==> src/rtl/rv32i_types.sv <==
// Shared RV32I pipeline types: functional-unit writeback results and the
// common data bus payload they are funnelled onto.
package rv32i_types;

    localparam int NUM_FU_DEFAULT = 3;

    typedef struct packed {
        logic [7:0] rob_id;
    } rob_info_t;

    typedef struct packed {
        logic [5:0] rd;
    } rat_info_t;

    typedef struct packed {
        rob_info_t rob;
        rat_info_t rat;
    } reservation_entry_t;

    typedef struct packed {
        logic [4:0] rd_s;
    } inst_t;

    typedef struct packed {
        logic               valid;
        inst_t              inst;
        reservation_entry_t reservation_entry;
    } inst_info_t;

    typedef struct packed {
        logic        ready_for_writeback;
        logic [31:0] register_value;
        inst_info_t  inst_info;
    } fu_output_t;

    typedef struct packed {
        logic [31:0] rd_wdata;
    } rvfi_t;

    typedef struct packed {
        logic [7:0]  rob_id;
        logic [5:0]  pd;
        logic [31:0] value;
        logic        rd_we;
        rvfi_t       rvfi;
    } cdb_t;

    // x0 destinations broadcast with rd_we low and a zeroed retire value.
    function automatic cdb_t make_cdb(input logic [7:0] rob_id, input logic [5:0] pd,
                                      input logic [31:0] value, input logic [4:0] rd_s);
        cdb_t c;
        c               = '0;
        c.rob_id        = rob_id;
        c.pd            = pd;
        c.value         = value;
        c.rd_we         = (rd_s != 5'd0);
        c.rvfi.rd_wdata = c.rd_we ? value : 32'd0;
        return c;
    endfunction

endpackage

==> src/rtl/rr_arbiter.sv <==
// Combinational round-robin picker: first set request at or after i_ptr,
// wrapping modulo N. Pointer storage belongs to the instantiating block.
module rr_arbiter #(
    parameter int N  = 3,
    parameter int PW = (N > 1) ? $clog2(N) : 1
) (
    input  logic [N-1:0]  i_req,
    input  logic [PW-1:0] i_ptr,
    output logic [N-1:0]  o_grant,
    output logic [PW-1:0] o_grant_idx,
    output logic          o_grant_valid
);

    always_comb begin
        o_grant       = '0;
        o_grant_idx   = '0;
        o_grant_valid = 1'b0;
        for (int off = 0; off < N; off++) begin
            int idx;
            idx = (int'(i_ptr) + off) % N;
            if (!o_grant_valid && i_req[idx]) begin
                o_grant[idx]  = 1'b1;
                o_grant_idx   = PW'(idx);
                o_grant_valid = 1'b1;
            end
        end
    end

endmodule

==> src/rtl/cdb_arbiter.sv <==
// Common data bus arbiter: round-robin selects one FU result per cycle into a
// single output register that the ROB / register file drains with cdb_ready.
module cdb_arbiter
    import rv32i_types::*;
#(
    parameter int NUM_FU = NUM_FU_DEFAULT
) (
    input  logic                    clk,
    input  logic                    rst,
    input  fu_output_t [NUM_FU-1:0] fu_out,
    output logic [NUM_FU-1:0]       fu_ack,
    input  logic                    flush,
    input  logic                    cdb_ready,
    output logic                    cdb_valid,
    output cdb_t                    cdb
);

    localparam int PW = (NUM_FU > 1) ? $clog2(NUM_FU) : 1;

    logic [NUM_FU-1:0] w_elig;
    logic [NUM_FU-1:0] w_req;
    logic [NUM_FU-1:0] w_grant;
    logic [PW-1:0]     w_grant_idx;
    logic              w_grant_valid;
    logic              w_can_load;
    logic [PW-1:0]     w_next_ptr;
    cdb_t              w_next_cdb;

    logic [PW-1:0]     r_rr_ptr;
    logic              r_cdb_valid;
    cdb_t              r_cdb;

    assign w_can_load = !r_cdb_valid || cdb_ready;

    // Requests are masked rather than the grant, so backpressure and flush
    // also keep the pointer from advancing.
    always_comb begin
        w_elig = '0;
        for (int i = 0; i < NUM_FU; i++) begin
            w_elig[i] = fu_out[i].ready_for_writeback && fu_out[i].inst_info.valid;
        end
        w_req = (w_can_load && !flush) ? w_elig : '0;
    end

    rr_arbiter #(
        .N  (NUM_FU),
        .PW (PW)
    ) u_rr_arbiter (
        .i_req         (w_req),
        .i_ptr         (r_rr_ptr),
        .o_grant       (w_grant),
        .o_grant_idx   (w_grant_idx),
        .o_grant_valid (w_grant_valid)
    );

    always_comb begin
        w_next_cdb = '0;
        for (int i = 0; i < NUM_FU; i++) begin
            if (w_grant[i]) begin
                w_next_cdb = make_cdb(fu_out[i].inst_info.reservation_entry.rob.rob_id,
                                      fu_out[i].inst_info.reservation_entry.rat.rd,
                                      fu_out[i].register_value,
                                      fu_out[i].inst_info.inst.rd_s);
            end
        end
    end

    assign w_next_ptr = (w_grant_idx == PW'(NUM_FU - 1)) ? '0 : w_grant_idx + PW'(1);

    always_ff @(posedge clk or negedge rst) begin
        if (!rst) begin
            r_rr_ptr    <= '0;
            r_cdb_valid <= 1'b0;
            r_cdb       <= '0;
        end else if (flush) begin
            r_cdb_valid <= 1'b0;
        end else if (w_grant_valid) begin
            r_cdb       <= w_next_cdb;
            r_cdb_valid <= 1'b1;
            r_rr_ptr    <= w_next_ptr;
        end else if (cdb_ready) begin
            r_cdb_valid <= 1'b0;
        end
    end

    // Acks are suppressed while reset is held even if FUs are requesting.
    assign fu_ack    = rst ? w_grant : '0;
    assign cdb_valid = r_cdb_valid;
    assign cdb       = r_cdb;

endmodule

==> config.mk <==
export PLATFORM = sky130hd
export DESIGN_NAME = cdb_arbiter
export DESIGN_NICKNAME = d
export VERILOG_FILES = /design/src/rtl/rv32i_types.sv /design/src/rtl/rr_arbiter.sv /design/src/rtl/cdb_arbiter.sv
export SDC_FILE = /design/constraint.sdc
export NUM_CORES = 1
export LEC_CHECK = 0
export BUFFER_PORTS_ARGS = -buffer_cell sky130_fd_sc_hd__buf_4
export CAP_MARGIN = 10
export CORE_MARGIN = 1
export CORE_UTILIZATION = 30
export CTS_CLUSTER_DIAMETER = 100
export DETAILED_ROUTE_END_ITERATION = 6
export GPL_TIMING_DRIVEN = 0
export PLACE_DENSITY_LB_ADDON = 0.1
export SETUP_SLACK_MARGIN = 0.5
export SLEW_MARGIN = 5
export SYNTH_ARGS = -nofsm -noshare
export SYNTH_HDL_FRONTEND = slang
export SYNTH_SLANG_ARGS = --single-unit
==> constraint.sdc <==
create_clock -name clk -period 3.6 [get_ports clk]
set_input_delay 0 -clock clk [delete_from_list [all_inputs] [get_ports clk]]
set_output_delay 0 -clock clk [all_outputs]
set_load 0.01 [all_outputs]
==> results of run 1 <==
==> state kept, by name (all words and copies together) (netlist names) <==
| register | count |
|---|---|
| cdb | 79 |
| cdb_valid | 1 |
| r_rr_ptr | 2 |
==> through the flow <==
stage	setup slack [ps]	instances	total power, W	hold WS, ps
after floorplan	1057	520	0.003611	-295.6
after global placement	283.3	949	0.005084	261.8
after detailed placement	231.6	949	0.005167	271.4
after CTS	490.9	1102	0.006297	62.46
after global routing	499.0	1104	0.006784	99.39
final	660.1	1104	0.006363	73.94
==> area by class of cell <==
cell class                 count  area (µm²)  share of cell area
timing repair buffer         387        3286              0.3893
multi-input combinational    377        2296              0.2720
sequential                    82        2052              0.2431
buffer                        53       265.3             0.03143
clock buffer                  10       239.0             0.02831
tap                          184       230.2             0.02728
clock inverter                 3       42.54            0.005040
inverter                       8       30.03            0.003558
==> cells in the final DEF (no fill, tap or decap), types with 2 or more instances in the layout <==
cell type        n
buf_4          248
dlygate4sd3_1  139
nor2_1          84
dfrtp_1         82
a21oi_1         70
o22ai_1         47
a221oi_1        46
a211oi_1        34
nand3_1         33
buf_2           26
clkbuf_1        15
clkbuf_16        9
inv_1            8
nand2_1          7
clkbuf_2         6
and3_1           5
nor3_1           5
o21ai_0          4
ha_1             4
o311ai_0         3
a21o_1           3
clkbuf_4         3
a22o_1           2
a311oi_1         2
or3_1            2
a31oi_1          2
and2_1           2
o21ai_1          2
==> routing by layer <==
layer,vias up,routed length [µm],GRT usage
li1,2802,-,-
met1,2944,8934,0.3298
met2,287,10370,0.4607
met3,40,1450,0.05734
met4,0,544,0.1098
met5,-,0,0
==> cells by family (layout without fill, tap and decap cells) <==
logic type                 Yosys count  count (layout)  synth area share
AOI/OAI and AO/OA                  221             221            0.3261
and+or+nand+nor                    150             150            0.1495
adders and majority gates            6               6           0.01561
DFF                                 82              82            0.4491
buffers and inverters               61             461           0.05969
==> repair_timing <==
| item | CTS | global route |
|---|---|---|
| hold buffers | 139 | 0 |
| pin swaps | 2 | 2 |
| buffers inserted | 1 | 1 |
| hold endpoints to repair | 160 | 0 |
| cloned | 0 | 0 |
| setup endpoints to repair | 81 | 81 |
| gates resized for setup | 6 | 25 |
==> power groups by stage <==
| stage | logic, W | clock network (W) | registers, W |
|---|---|---|---|
| floorplan | 0.00172 | 0 | 0.00189 |
| finish | 0.00371 | 0.000933 | 0.00172 |
| global placement | 0.00338 | 0 | 0.00171 |
| global route | 0.00402 | 0.000987 | 0.00178 |
| detailed placement | 0.00345 | 0 | 0.00172 |
| CTS | 0.00363 | 0.000949 | 0.00171 |
==> path summary, 6_finish.rpt <==
check                                              from                   to  slack [ps]  cells past startpoint
max in group asynchronous                           rst  cdb[58]$_DFFE_PN0P_        2760                      3
min in group asynchronous                           rst  cdb[37]$_DFFE_PN0P_         200                      2
worst min-delay path                         fu_out[68]   cdb[3]$_DFFE_PN0P_          70                      3
worst max-delay path            r_rr_ptr[0]$_DFFE_PN0P_  cdb[31]$_DFFE_PN0P_         660                     11
worst max register to register  r_rr_ptr[0]$_DFFE_PN0P_  cdb[31]$_DFFE_PN0P_         660                     11
worst min register to register      cdb[55]$_DFFE_PN0P_  cdb[55]$_DFFE_PN0P_         520                      2
==> critical path: cells and delay by family, from the launching register on <==
family / cells / cell delay [ps]
fa+ha+maj: 1 / 360
compound gates: 2 / 610
buf+inv: 5 / 860
flops: 1 / 370
simple gates: 3 / 640
==> flow_summary.ini, run 1 <==
[layout]
diodes = 0
design_area_um2 = 8441
nNetsFinal = 1085
synthToLayoutAreaGrowth_pct = 84.72
drive_gt1_frac = 0.3348
fillCellCount = 1320
finish.utilization = 0.5742

[floorplanning]
die_h_um = 125.4
floorplan.initialDensity = 0.3109
die_w_um = 125.4
row_count = 44
core_um2 = 14700
dieArea_um2 = 15730
io_pins = 246

[worst_setup_path]
cp-end-kind = flop
critPathArrivalTime_ps = 3180
cp_max_fo = 10
path_class = flop to flop
crit_path_cell_trace = inv_1 -> ha_1 -> clkbuf_2 -> nor4_4 -> nor3_1 -> a311oi_4 -> buf_12 -> buf_4 -> buf_6 -> nand3_1 -> a211oi_1
required_ps = 3840
critPathLaunchType = flop
crit_path_top_delay_cell = nor4_4
critPathMaxStageDelay_ps = 400

[logic_synthesis]
synth-seq-cells = 82
ys_dominant_reg_cell = dfrtp_1
synth_top_area_share = 0.4491
netlist_top_cells_count = 84 x nor2_1, 82 x dfrtp_1, 70 x a21oi_1
netlist_top_cells_area = dfrtp_1 45%, a221oi_1 8.8%, a21oi_1 7.7%
synth_nets = 687
synth.distinct_cells = 44
synth_edf_count = 0
yosys_warnings = 0
netlist_instances = 520
yosysSeqAreaShare = 0.4491
netlist.top_cell.by_area = dfrtp_1
avgSynthCellArea_um2 = 8.787
yosysMostFrequentCell = nor2_1
ys_async_sr_fraction = 1.000
mappedNetlistArea_um2 = 4569

[flow_run]
max-cap-violations = 0

[power_and_ir_drop]
sw_frac_of_total = 0.4273
power.switching_w = 0.002719
pwr-share-comb = 0.584
clock_power_share = 0.147
p_seq_frac = 0.270
powerDensity_nw_per_um2 = 753.9
internal_power_w = 0.003645
ir_drop_v = 0.0003397
p_leak_nw = 3.860

[placement]
gp_congestion = 0.8587
port-buffer-count = 245
place_area_um2 = 6639
place_hpwl_um = 14100

[global_routing]
grt_overflow = 0
track_usage = 0.2695
grt_pass1_vias = 6377
grt_max_degree = 85
grt_pass1_wl_um = 33200
antenna_found_initial = 0

[clocking]
cts_htree_levels = 3
cts_buffers = 9
cts_tree = built
clockBufferDepth = 2
clock_latency_ps = 340
numClockSinks = 82
root_buffer = clkbuf_16
clkTransAtPathRegs_ps = 60

[sta]
hold_violations = 0
fin_tns_setup_ps = 0
relSlewSlack = 0.5882
slew_viol_final = 0
rsz0062_at_grt = no
fin_worst_skew_ps = 3.095
timing_worst_slew_pin_value_ps = 617.7
setup_violations = 0
fmax_ghz = 0.3401
period_needed_ps = 2940
fin_crit_sh = 0.8166

[drt]
via_count = 6073
drc = 14
drtIter0Drc = 562
vias_per_cell = 5.501
totalWireLength_um = 21300
drtPass1Iterations = 7
drtAntennaViolNets = 0
wl_per_cell_um = 19.29

[min_path]
holdCritPathClass = primary input to flop

[outcome]
violations = design-rule violations
status = finished with violations
Power figures use the tool's default switching activity.
==> inputs of run 2 (changes only) <==
--- a/config.mk
+++ b/config.mk
@@ -5,6 +5,7 @@
 export SDC_FILE = /design/constraint.sdc
 export NUM_CORES = 1
 export LEC_CHECK = 0
+export ABC_AREA = 1
 export BUFFER_PORTS_ARGS = -buffer_cell sky130_fd_sc_hd__buf_4
 export CAP_MARGIN = 10
 export CORE_MARGIN = 1
==> constraint.sdc (replaced) <==
create_clock -name clk -period 2.6 [get_ports clk]
set_input_delay 0 -clock clk [delete_from_list [all_inputs] [get_ports clk]]
set_output_delay 0 -clock clk [all_outputs]
set_load 0.01 [all_outputs]
==> run 2 against run 1 <==
  * The run now ends clean
  * Critical path type unchanged
  * Synthesized cell count increased by 61%
  * Sequential cell count did not move
  * Via count increased by 17%
  * Die area is 19% higher
  * Worst hold slack got worse by 68 ps
  * Sequential share of layout area is 4.3 points lower
==> flow_summary.ini, run 2 <==
[clocking]
numClockSinks = 82
clockBufferDepth = 2
clkTransAtPathRegs_ps = 60
cts_htree_levels = 3
cts_buffers = 9
root_buffer = clkbuf_16
cts_tree = built
clock_latency_ps = 340

[drt]
totalWireLength_um = 24190
drtIter0Drc = 331
drtAntennaViolNets = 0
wl_per_cell_um = 16.25
vias_per_cell = 4.783
drtPass1Iterations = 5
drc = 0
via_count = 7117

[floorplanning]
floorplan.initialDensity = 0.3110
die_w_um = 136.6
dieArea_um2 = 18660
die_h_um = 136.6
io_pins = 246
row_count = 48
core_um2 = 17480

[layout]
largest_register_ffs = 79
synthToLayoutAreaGrowth_pct = 88.44
nNetsFinal = 1424
fillCellCount = 1610
design_area_um2 = 10240
layout_common_cells = 350 x nand2_1, 268 x buf_4, 192 x nand3_1, 132 x dlygate4sd3_1, 82 x dfrtp_1
drive_gt1_frac = 0.3423
layout_commonest_cell = nand2_1
finish.utilization = 0.5861

[global_routing]
grt_pass1_vias = 7052
grt_pass1_wl_um = 36180
grt_max_degree = 84
track_usage = 0.2539
grt_overflow = 0
antenna_found_initial = 1

[outcome]
status = completed

[logic_synthesis]
synth_edf_count = 0
synth-seq-cells = 82
ys_dominant_reg_cell = dfrtp_1
netlist_top_cells_count = 380 x nand2_1, 228 x nand3_1, 82 x dfrtp_1
netlist.top_cell.by_area = dfrtp_1
avgSynthCellArea_um2 = 6.501
synth_top_area_share = 0.3775
mappedNetlistArea_um2 = 5435
netlist_top_cells_area = dfrtp_1 38%, nand2_1 26%, nand3_1 21%
synth.distinct_cells = 28
netlist_instances = 836
yosys_warnings = 0
yosysSeqAreaShare = 0.3775
synth_nets = 1003
yosysMostFrequentCell = nand2_1
ys_async_sr_fraction = 1.000

[sta]
slew_viol_final = 0
fin_tns_setup_ps = 0
fin_crit_sh = 0.8504
setup_violations = 0
fin_worst_skew_ps = 4.187
timing_worst_slew_pin_value_ps = 603.5
rsz0062_at_grt = yes
fmax_ghz = 0.4523
period_needed_ps = 2211
fin_ws_ps = 389.0
relSlewSlack = 0.5976
hold_violations = 0

[worst_setup_path]
crit_path_cell_trace = inv_2 -> ha_4 -> inv_4 -> nand3_4 -> nand2_1 -> nand2_1 -> nand2_2 -> nand3_2 -> nor2_4 -> nor2_8 -> buf_12 -> buf_8 -> nand3_1 -> nand2_1 -> nand2_4 -> nand3_2
path_buf_inv = 4
critPathArrivalTime_ps = 2440
critPathLaunchType = flop
required_ps = 2830
critPathMaxStageDelay_ps = 400
path_class = flop to flop
cp_max_fo = 10
cp_common_cell = nand2_1
crit_path_top_delay_cell = dfrtp_1
cp-end-kind = flop
path_delay_family = simple AND/OR/NAND/NOR gates

[power_and_ir_drop]
power_w = 0.01305
powerDensity_nw_per_um2 = 1274
p_leak_nw = 5.480
ir_drop_v = 0.0006318

[min_path]
holdCritPathClass = primary input to flop

[flow_run]
max-cap-violations = 0

[placement]
port-buffer-count = 245
gp_congestion = 0.7960
place_hpwl_um = 15880
place_area_um2 = 7556
dp_slack_ps = -48.51
==> run 2: changes by cell type after synthesis, sizes merged, moves of 8 or more <==
cell / before / now
nand4: 1 / 9
inv: 8 / 49
a21oi: 70 / 2
nand3: 34 / 232
a221oi: 47 / 0
nand2: 7 / 383
o22ai: 47 / 1
a211oi: 34 / 0
nor2: 84 / 9
==> run 2: worst paths after layout <==
| check | from | end | slack [ps] | cells after the start |
|---|---|---|---|---|
| setup reg to reg | r_rr_ptr[0]$_DFFE_PN0P_ | cdb[67]$_DFFE_PN0P_ | 390 | 16 |
| setup / recovery | r_rr_ptr[0]$_DFFE_PN0P_ | cdb[67]$_DFFE_PN0P_ | 390 | 16 |
| hold reg to reg | cdb[55]$_DFFE_PN0P_ | cdb[55]$_DFFE_PN0P_ | 500 | 2 |
| max in group asynchronous | rst | cdb[48]$_DFFE_PN0P_ | 2140 | 3 |
| min in group asynchronous | rst | cdb_valid$_DFFE_PN0P_ | 210 | 3 |
| hold / removal | fu_out[32] | cdb[45]$_DFFE_PN0P_ | 6 | 5 |
==> run 2: logic make-up after synthesis <==
kind of cell    synth area share
flops                     0.3775
compound gates          0.008519
fa+ha+maj               0.009208
buf+inv                  0.09415
simple gates              0.5106
==> run 2: cell type report <==
class | instances | area (µm²) | share of cell area
Clock inverter | 5 | 78.83 | 0.007696
Timing Repair Buffer | 410 | 3607 | 0.3522
Tap cell | 225 | 281.5 | 0.02749
Multi-Input combinational cell | 648 | 3258 | 0.3181
Antenna cell | 1 | 2.502 | 0.0002443
Inverter | 49 | 198.9 | 0.01942
Sequential cell | 82 | 2052 | 0.2003
Buffer | 57 | 530.5 | 0.05180
Clock buffer | 11 | 232.7 | 0.02272
==> run 2: where the power goes <==
part	internal [W]	switching [W]
Sequential	0.00196	0.000347
Clock	0.000842	0.000557
Combinational	0.00418	0.00517
Total	0.00698	0.00607
==> run 2: metal layers <==
metal  track usage  vias to the layer above  share of wire
met4       0.07963                        0          0.017
met5             0                        -              0
met3       0.04333                       28          0.069
met2        0.4447                      272           0.48
met1        0.3152                     3282           0.43
li1              -                     3535              -
==> run 2: metrics by stage <==
| stage | hold slack (ps) | instances |
|---|---|---|
| final | 6.047 | 1488 |
| after detailed placement | 224.5 | 1306 |
| after global placement | 224.3 | 1306 |
| after CTS | -86.90 | 1475 |
| after floorplan | -295.6 | 836 |
| after global routing | 31.28 | 1488 |
==> run 2: worst register-to-register path: stages (launching register included) <==
cell     delay, ps
dfrtp_1        400
inv_2          100
ha_4           230
inv_4           70
nand3_4         80
nand2_1         70
nand2_1         60
nand2_2        120
nand3_2        120
nor2_4         180
nor2_8          50
buf_12         150
buf_8          150
nand3_1         90
nand2_1         90
nand2_4         80
nand3_2         50
==> run 2: repair_timing <==
action | 4_1_cts | 5_1_grt
gates resized for setup | 87 | 97
endpoints found under the hold margin | 161 | 39
buffers inserted | 21 | 6
endpoints found under the setup margin | 84 | 83
gates cloned | 1 | 3
hold buffers | 131 | 2
pin swaps | 17 | 15
==> inputs of run 3 (changes only) <==
--- a/config.mk
+++ b/config.mk
@@ -14,7 +14,9 @@
 export DETAILED_ROUTE_END_ITERATION = 6
 export GPL_TIMING_DRIVEN = 0
 export PLACE_DENSITY_LB_ADDON = 0.1
+export RECOVER_POWER = 100
 export SETUP_SLACK_MARGIN = 0.5
+export SKIP_LAST_GASP = 1
 export SLEW_MARGIN = 5
 export SYNTH_ARGS = -nofsm -noshare
 export SYNTH_HDL_FRONTEND = slang
==> run 3 against run 2 <==
  * The flow now finishes with violations (max-capacitance violations, max-slew violations)
  * Register-to-register slack lost 70 ps
  * Clock power about the same
  * Sequential share of layout area grew 0.76 points
  * Global-route usage did not move
  * Non-clock buffer count unchanged
  * Critical path type unchanged
==> flow_summary.ini, run 3 (synthesized netlist as in run 2, its figures left out) <==
[outcome]
status = finished with violations
violations = max-capacitance violations, max-slew violations

[drt]
drtPass1Iterations = 5
totalWireLength_um = 24130
drtAntennaViolNets = 0
drc = 0
drtIter0Drc = 369
via_count = 7164
vias_per_cell = 4.815
wl_per_cell_um = 16.22

[floorplanning]
dieArea_um2 = 18660
row_count = 48
core_um2 = 17480
die_h_um = 136.6
floorplan.initialDensity = 0.3110
io_pins = 246
die_w_um = 136.6

[power_and_ir_drop]
ir_drop_v = 0.0006185
powerDensity_nw_per_um2 = 1270
power_w = 0.01253
p_leak_nw = 5.143

[sta]
fin_worst_skew_ps = 4.799
fin_crit_sh = 0.8770
hold_violations = 0
timing_worst_slew_pin_value_ps = 1842
setup_violations = 0
fmax_ghz = 0.4386
relSlewSlack = -0.2301
fin_ws_ps = 319.8
timing.hold.ws_ps = 7.923
period_needed_ps = 2280
slew_viol_final = 40
rsz0062_at_grt = yes

[min_path]
hold_start = fu_out[32]
whs_path_depth = 5
holdCritPathClass = primary input to flop
min_to = cdb[45]$_DFFE_PN0P_

[clocking]
cts_htree_levels = 3
clkTransAtPathRegs_ps = 60
clock_latency_ps = 340
root_buffer = clkbuf_16
numClockSinks = 82
cts_buffers = 9
cts_tree = built
clockBufferDepth = 2

[placement]
port-buffer-count = 245
gp_congestion = 0.7960
place_area_um2 = 7556
dp_slack_ps = -48.51
place_hpwl_um = 15880

[worst_setup_path]
timing.rr.end = cdb[67]$_DFFE_PN0P_
reg2reg_slack_ps = 320
r2r-start = r_rr_ptr[0]$_DFFE_PN0P_
required_ps = 2830
cp-end-kind = flop
worstRegToRegCells = 16
critPathLaunchType = flop
cp_max_fo = 10
critPathArrivalTime_ps = 2510
path_class = flop to flop

[layout]
synthToLayoutAreaGrowth_pct = 81.58
finish.utilization = 0.5647
design_area_um2 = 9869
layout_commonest_cell = nand2_1
nNetsFinal = 1424
layout_common_cells = 353 x nand2_1, 197 x nand3_1, 186 x buf_4, 132 x dlygate4sd3_1, 90 x clkbuf_1
largest_register_ffs = 79
drive_gt1_frac = 0.2718

[global_routing]
track_usage = 0.2539
grt_overflow = 0
grt_max_degree = 84
antenna_found_initial = 1
grt_pass1_wl_um = 36180
grt_pass1_vias = 7052

[flow_run]
max-cap-violations = 1
[run 3: worst max-delay path: stages, from the launching register on]
cell     delay (ps)
dfrtp_1         400
inv_2           100
ha_4            230
inv_4            70
nand3_4          80
nand2_1          70
nand2_1          50
nand2_1         170
nand3_2         140
nor2_4          180
nor2_8           50
buf_12          160
buf_8           150
nand3_1          90
nand2_1          90
nand2_4          80
nand3_2          50
[run 3: how the worst max path moves through the flow]
| stage | from | to | slack (ps) | cells past startpoint |
|---|---|---|---|---|
| after detailed placement | r_rr_ptr[0]$_DFFE_PN0P_ | cdb[14]$_DFFE_PN0P_ | -50 | 12 |
| after CTS | r_rr_ptr[1]$_DFFE_PN0P_ | fu_ack[2] | 440 | 12 |
| after global routing | r_rr_ptr[0]$_DFFE_PN0P_ | cdb[0]$_DFFE_PN0P_ | 160 | 15 |
| after floorplan | r_rr_ptr[0]$_DFFE_PN0P_ | cdb[73]$_DFFE_PN0P_ | 560 | 14 |
| after global placement | r_rr_ptr[0]$_DFFE_PN0P_ | cdb[14]$_DFFE_PN0P_ | 2 | 12 |
| final | r_rr_ptr[0]$_DFFE_PN0P_ | cdb[67]$_DFFE_PN0P_ | 320 | 16 |
[run 3: stage by stage]
stage               instances  TNS, ps
global route             1488        0
CTS                      1475        0
detailed placement       1306   -244.8
floorplan                 836        0
global placement         1306        0
finish                   1488        0
[run 3: power by group]
group          leakage (nW)  switching (W)  internal [W]
Sequential             1.03       0.000333       0.00196
Clock                 0.153       0.000558      0.000842
Combinational          3.96        0.00514       0.00369
Total                  5.14        0.00604       0.00650
[run 3: area by class of cell]
cell class	instances	area (µm²)
fillers	1723	7607
repair buffers	410	3269
multi-input cells	648	3226
flip-flops and latches	82	2052
plain buffers	57	528.0
well taps	225	281.5
clock buffers	11	232.7
inverters	49	198.9
clock inverters	5	78.83
diodes	1	2.502
[run 3: what timing repair did]
| action | in CTS | in global routing |
|---|---|---|
| resized for setup | 87 | 97 |
| hold endpoints to repair | 161 | 39 |
| setup buffers | 21 | 6 |
| hold buffers | 131 | 2 |
| pin swaps | 17 | 15 |
| gates cloned | 1 | 3 |
| setup endpoints to repair | 84 | 83 |
[run 3: routing by layer]
metal	global-route usage	share of wire
met1	0.3152	0.43
met2	0.4447	0.48
met3	0.04333	0.070
met4	0.07963	0.019
met5	0	0
